$ cat src/rtl/shifter_seq_param.sv
// Multi-cycle parametrised shifter: SLL, SRA, ROR and SRL.
// An operation shifts by up to STEP bit positions per SHIFT cycle and
// publishes the result in shift_out with a one-cycle done pulse.
//
// Handshake: start is sampled on a rising edge only when the block is in
// IDLE or DONE. In SHIFT, start is ignored and never queued. busy is high
// for every SHIFT cycle. done is high for exactly the one cycle after the
// last SHIFT cycle, and shift_out is valid from that cycle onward. Both busy
// and done are decoded from registered state only.
module shifter_seq_param #(
    parameter int WIDTH   = 16,
    parameter int SHAMT_W = 4,
    parameter int STEP    = 1
) (
    input  logic               clk,
    input  logic               rst,
    input  logic               start,
    input  logic [1:0]         mode,
    input  logic [WIDTH-1:0]   shift_in,
    input  logic [SHAMT_W-1:0] shift_val,
    output logic               busy,
    output logic               done,
    output logic [WIDTH-1:0]   shift_out
);

    // FSM encoding
    localparam logic [1:0] ST_IDLE  = 2'd0;
    localparam logic [1:0] ST_SHIFT = 2'd1;
    localparam logic [1:0] ST_DONE  = 2'd2;

    // Operation encoding on the mode input
    localparam logic [1:0] MODE_SLL = 2'b00;
    localparam logic [1:0] MODE_SRA = 2'b01;
    localparam logic [1:0] MODE_ROR = 2'b10;
    localparam logic [1:0] MODE_SRL = 2'b11;

    // STEP is at most WIDTH/2, so it always fits in SHAMT_W bits
    localparam logic [SHAMT_W-1:0] STEP_AMT  = SHAMT_W'(STEP);
    localparam logic [SHAMT_W:0]   WIDTH_AMT = (SHAMT_W + 1)'(WIDTH);

    logic [1:0]         state;
    logic [WIDTH-1:0]   work;
    logic [SHAMT_W-1:0] count;
    logic [1:0]         op_mode;

    logic [SHAMT_W-1:0] amt;
    logic [SHAMT_W:0]   rot_left;
    logic [WIDTH-1:0]   work_next;
    logic               accept;

    // A new request is taken only when no shift is in flight
    assign accept = start && ((state == ST_IDLE) || (state == ST_DONE));

    assign busy = (state == ST_SHIFT);
    assign done = (state == ST_DONE);

    // One step of the shift: amt = min(STEP, remaining count)
    always_comb begin
        amt       = (count < STEP_AMT) ? count : STEP_AMT;
        // The left-shift by WIDTH when amt is 0 yields zero, so ROR by 0 is a no-op
        rot_left  = WIDTH_AMT - {1'b0, amt};
        work_next = work;
        case (op_mode)
            MODE_SLL: work_next = work << amt;
            MODE_SRA: work_next = $unsigned($signed(work) >>> amt);
            MODE_ROR: work_next = (work >> amt) | (work << rot_left);
            MODE_SRL: work_next = work >> amt;
            default:  work_next = work;
        endcase
    end

    // Sequencer: reset has priority and aborts any shift without a done pulse
    always_ff @(posedge clk) begin
        if (rst) begin
            state     <= ST_IDLE;
            work      <= '0;
            count     <= '0;
            op_mode   <= MODE_SLL;
            shift_out <= '0;
        end else begin
            case (state)
                ST_IDLE, ST_DONE: begin
                    if (accept) begin
                        work    <= shift_in;
                        count   <= shift_val;
                        op_mode <= mode;
                        state   <= ST_SHIFT;
                    end else begin
                        state   <= ST_IDLE;
                    end
                end
                ST_SHIFT: begin
                    work  <= work_next;
                    count <= count - amt;
                    // count == amt means this is the last step (also covers count 0)
                    if (count == amt) begin
                        shift_out <= work_next;
                        state     <= ST_DONE;
                    end
                end
                default: state <= ST_IDLE;
            endcase
        end
    end

endmodule

$ cat config.mk
export PLATFORM = sky130hd
export DESIGN_NAME = shifter_seq_param
export DESIGN_NICKNAME = d
export VERILOG_FILES = /design/src/rtl/shifter_seq_param.sv
export SDC_FILE = /design/constraint.sdc
export NUM_CORES = 1
export LEC_CHECK = 0
export CAP_MARGIN = 40
export CORE_MARGIN = 2
export CORE_UTILIZATION = 45
export CTS_CLUSTER_DIAMETER = 120
export DETAILED_ROUTE_END_ITERATION = 12
export PLACE_DENSITY_LB_ADDON = 0.3
export SYNTH_ARGS = -nofsm -noshare
export SYNTH_HDL_FRONTEND = slang
export SYNTH_SLANG_ARGS = --single-unit
$ cat constraint.sdc
create_clock -name clk -period 2.9 [get_ports clk]
set_clock_uncertainty 0.15 [all_clocks]
set_input_delay 0.29 -clock clk [delete_from_list [all_inputs] [get_ports clk]]
set_output_delay 0.29 -clock clk [all_outputs]
set_load 0.03 [all_outputs]
==> metrics <==
Initial Util=46.49%; Worst Path Arrival=~2.7 ns; Largest stage delay, worst path=0.53 ns; Storage cell area=about 800 um2; GP Congestion=0.8972; Die W=73.86 um; Static Leak=0.9703 nW; row count=25; met1 Usage GRT=31.82%; post-DP HPWL=slightly above 4000 um; top cells by area, synth=dfxtp_1, o22ai_1, a22oi_1; Clock Sink Count=40; worst path cell trace=or4_4 -> inv_1 -> ha_1 -> nor4b_1 -> a211oi_1 -> a31o_2 -> o22ai_1; Core Area=0.004723 mm2; drt first pass iters=5; CTS tree=yes; largest net degree at the start of global routing=36; drt wl/cell=16.10 um; IO Port Bufs=42; Hold Vio Cnt, Final=0; vias in the first global route=1983; Main synth FF type=dfxtp_1; share of layout cells above drive strength 1=13.09%; fillers=419; die height=about 74 um; Async S/R FF share, synth=0%; Die Area=0.005455 mm2; first-pass GRT wire length=9632 um; critical path class=reg2reg; post-cts hold buffer count=0; Critical Path Sink Type=flop; antenna violations before repair=0; commonest non-fill, non-tap cell in the layout=clkdlybuf4s50_1; met2 usage=35.32%; io pins=43; Final period util=90.99%; ant diodes=0; status=finished clean; Routed WL=between 5000 and 6000 um; minimum clock period=about 2.6 ns; synth-to-layout area growth=26.55%; Nets=324; PostCTS Resize Cnt=0; Pins Over Slew Limit=0; clock root cell=clkbuf_8; Seq/Total Area, Yosys=36.47%; total grt overflow=0; DR vias=2177; post-synth top area share=36.47%; CTS clock-pin slew for the worst setup and hold paths=0.08 ns; final setup fails=0; MaxCap Viol Count=0; CP max-delay cell=or4_4; GR Util All Layers=22.82%; Worst Path Max Fanout=14; Final ANT Viol Nets=0; iteration-0 DRC count of the detailed router=253; Post-synth EDFFs=0; most frequent cells in the layout=clkdlybuf4s50_1, dfxtp_1, nand2_1, a21oi_1, o22ai_1; syn nets=roughly 290; YS warnings=0; Hold WS=0.3071 ns; Cells after Synth=roughly 260; Synth area leader=dfxtp_1; critical path startpoint category=flop; slew at the pin with the worst max-slew slack=0.6943 ns; synthesized area=between 0.002 and 0.0025 mm2; unrepaired setup endpoints after global routing=false; Req. time, crit path=2.98 ns; CTS buffer count=5; Hold Path Class=reg2reg; Max-slew headroom=53.65%; Syn Area/Cell=8.381 um2; Vias per Instance=5.964; Cell Pwr Density=between 600 and 700 mW/mm2; synthesized flop and latch total=40; DRC Markers=0; area of the multi-input gates=0.001269 mm2; busiest grt layer=met2; TNS Setup=0 ns; post-synthesis cell type count=43; Max VDD drop=0.3895 mV; met3 track demand over resource=4.527%; Post-CTS Setup Inserts=0; Clock Path Buffers=2; H-tree depth=2; Worst-Skew Late Latency=0.30 ns; fmax=about 0.38 GHz
[final timing paths]
path                  endpoint          from  slack (ns)  cells past startpoint
setup / recovery  shift_out[4]      count[1]        0.26                      7
hold / removal    shift_out[3]  shift_out[3]        0.31                      2
setup reg to reg  shift_out[4]      count[1]        0.26                      7
hold reg to reg   shift_out[3]  shift_out[3]        0.31                      2
[cells by family after synthesis]
family,count (synthesis),share of synthesized area [%]
AO/OA/AOI/OAI,110,34.19
adder cells (fa/ha/maj),2,1.139
buffers and inverters,29,5.982
flip-flops,40,36.47
multiplexers,11,5.527
other,1,0.1708
AND/OR/NAND/NOR,69,16.52
[Yosys cell counts (2+ instances only)]
cell type   n
a211o_1     4
a211oi_1   12
a21oi_1    17
a22oi_1    14
a311oi_1    3
a31o_2      8
and3_1      2
buf_2       3
buf_6       2
clkbuf_1   18
dfxtp_1    40
ha_1        2
inv_1       4
mux2_2      9
mux2i_1     2
nand2_1    22
nand2b_1   16
nor2_1     12
nor2b_1     3
nor3_1      3
nor4b_1     2
o211ai_1    8
o21a_1      5
o21ai_0    15
o22ai_1    17
or3_1       2
[stage by stage]
step           power [W]  instance area, um2  worst slack (ns)  std cells  util (%)
2_1_floorplan   0.001102                2196           0.09917        262         -
3_3_place_gp    0.001264                2671            0.4071        357     56.56
3_5_place_dp    0.001270                2671            0.3294        357     56.56
4_1_cts         0.001721                2779            0.2964        365     58.83
5_1_grt         0.001803                2779            0.1245        365     58.83
6_report        0.001722                2779            0.2613        365     58.83
[critical path, delay by kind of cell (launching register included)]
family / cells / cell delay (ns)
buf+inv: 1 / 0.10
flops: 1 / 0.36
compound gates: 3 / 0.55
fa+ha+maj: 1 / 0.40
simple gates: 2 / 1.01
[sequential cells by signal, summed over array words and instances, names as in the netlist]
register / flops
op_mode: 2
work: 16
state: 2
count: 4
shift_out: 16
[where the power goes]
| group | total (W) | switching, W | internal (W) |
|---|---|---|---|
| Combinational | 0.000588 | 0.000314 | 0.000274 |
| Sequential | 0.000681 | 0.0000753 | 0.000605 |
| Clock | 0.000454 | 0.000198 | 0.000255 |
[routing by layer]
layer	share of wire [%]	vias to the layer above	wire [um]
li1	-	1054	-
met1	47	1041	2754
met2	46	74	2706
met3	5.7	8	334
met4	1.4	0	83
met5	0	-	0
[cell type report]
class / count / share of cell area (%)
Clock inverter: 2 / 1.261
Sequential cell: 40 / 28.82
Tap cell: 67 / 3.017
Inverter: 4 / 0.5403
Multi-Input combinational cell: 193 / 45.66
Timing Repair Buffer: 53 / 18.10
Clock buffer: 6 / 2.611
Note: power is estimated with default switching activity, not from simulation.
==> edit: new RTL, config.mk and constraints unchanged <==
Make the reset (`rst`) asynchronous in one clocked block.
--- a/src/rtl/shifter_seq_param.sv
+++ b/src/rtl/shifter_seq_param.sv
@@ -70,7 +70,7 @@
     end
 
     // Sequencer: reset has priority and aborts any shift without a done pulse
-    always_ff @(posedge clk) begin
+    always_ff @(posedge clk or posedge rst) begin
         if (rst) begin
             state     <= ST_IDLE;
             work      <= '0;
Check against the original RTL: differs if rst is asserted again (counterexample within 4 cycles, from zero or initial values and one cycle with rst high); with rst held inactive, the same outputs for 10 cycles.
==> edit against the original RTL <==
Final area up 1.2%; global-route usage about the same; worst setup slack worse by 45 ps; sequential cell count unchanged; area after synthesis up 1.0%; wire length down 5.2%; synthesized cell count down 0.38%.
Power is not compared: it rests on default switching activity, and its combinational part moved more than twofold at a synthesized area within 25%.
==> edit: results (changes against the original RTL) <==
- Outcome: finished, final reports clean (unchanged)
- Crit-path max cell delay: 590 ps (was 530 ps)
- Routed wl met3: 315 µm (was 334 µm)
- Clk_buf instances: 8 (was 6)
- First-pass GRT wire length: 9.54 mm (was 9.63 mm)
- M2 GR Usage: 33.9% (was 35.3%)
- Post-synthesis mux area share: 5.30% (was 5.53%)
- Post-synthesis adder-cell area fraction: 1.13% (was 1.14%)
- Fillers: 442 (was 419)
- #MultiIn Comb: 198 (was 193)
- Period Utilization, post-route: 92.5% (was 91.0%)
- Complex-gate fraction of the synthesized area: 22.4% (was 34.2%)
- FF-to-FF path depth: 8 (was 7)
- Met1 usage: 32.3% (was 31.8%)
- Clock-cell share: 3.20% (was 3.87%)
- Routed wl met2: 2.56 mm (was 2.71 mm)
- Setup WS pre-CTS: 154 ps (was 329 ps)
- Non-clk buf share: 17.6% (was 18.1%)
- Avg Synthesized Cell Area: 8.50 µm² (was 8.38 µm²)
- Metal-1 WL: 2.60 mm (was 2.75 mm)
- Worst Hold Margin: 265 ps (was 307 ps)
- Post-synth top flop: dfrtp_1 (was dfxtp_1)
- FF+latch area: 0.00100 mm² (was 801 µm²)
- GP Congestion: 0.924 (was 0.897)
- Largest net degree at the start of global routing: 41 (was 36)
- Max transition margin: 56.4% (was 53.7%)
- Met3 Resource Use GR: 5.96% (was 4.53%)
- Final instance area: 0.00281 mm² (was 0.00278 mm²)
- Top delay family on crit path: compound AO/OA/AOI/OAI gates (was simple AND/OR/NAND/NOR gates)
- Layout Nets: 329 (was 324)
- Design Power: 3440 µW
- Reg2Reg Setup Slack: 220 ps (was 260 ps)
- Async SR Flop Fraction: 100% (was 0%)
- Vias: 2012 (was 2177)
- Placed cell count: 362 (was 357)
- Layout cells sized above 1: 8.58% (was 13.1%)
- Non-CTS buffers: 52 (was 53)
- DR iter-0 viols: 178 (was 253)
- Total track usage: 22.9% (was 22.8%)
- Pre-antenna DRT Iters: 4 (was 5)
- Synth cell count leaders: nand2_1, dfrtp_1, o21ai_0 (was dfxtp_1, nand2_1, clkbuf_1)
- Final Util: 59.5% (was 58.8%)
- Area contributors post-synth: dfrtp_1, nand2_1, o21ai_0 (was dfxtp_1, o22ai_1, a22oi_1)
- Final HPWL DP: 3.92 mm (was 4.06 mm)
- Worst Setup EP: work[11] (was shift_out[4])
- Non-CTS inverters: 5 (was 4)
- CP max FO: 14 (unchanged)
- DRT Wirelength: 5.57 mm (was 5.88 mm)
- Finished Layout Cells: 370 (was 365)
- Hold crit path type: primary input to async pin (was flop to flop)
## edit: cell types whose count changed after synthesis, moves of 7 or more
cell,unedited run,this run
nand2_1,22,72
dfrtp_1,0,40
dfxtp_1,40,0
o22ai_1,17,0
nand2b_1,16,3
a31o_2,8,0
o21ai_0,15,23
o211ai_1,8,1
## edit: how the worst min path moves through the flow
stage | to | cells after the start | startpoint
global placement | shift_out[8] | 2 | shift_out[8]
floorplan | op_mode[0] | 2 | mode[0]
global route | shift_out[15] | 2 | shift_out[15]
detailed placement | shift_out[10] | 2 | shift_out[10]
CTS | shift_out[8] | 3 | rst
finish | shift_out[10] | 3 | rst
## edit: logic make-up (layout without fill, tap and decap cells)
| kind of cell | after synthesis | in the layout |
|---|---|---|
| compound gates | 78 | 78 |
| fa+ha+maj | 2 | 2 |
| buf+inv | 23 | 65 |
| flops | 40 | 40 |
| mux | 11 | 11 |
| other cells | 1 | 1 |
| simple gates | 106 | 106 |
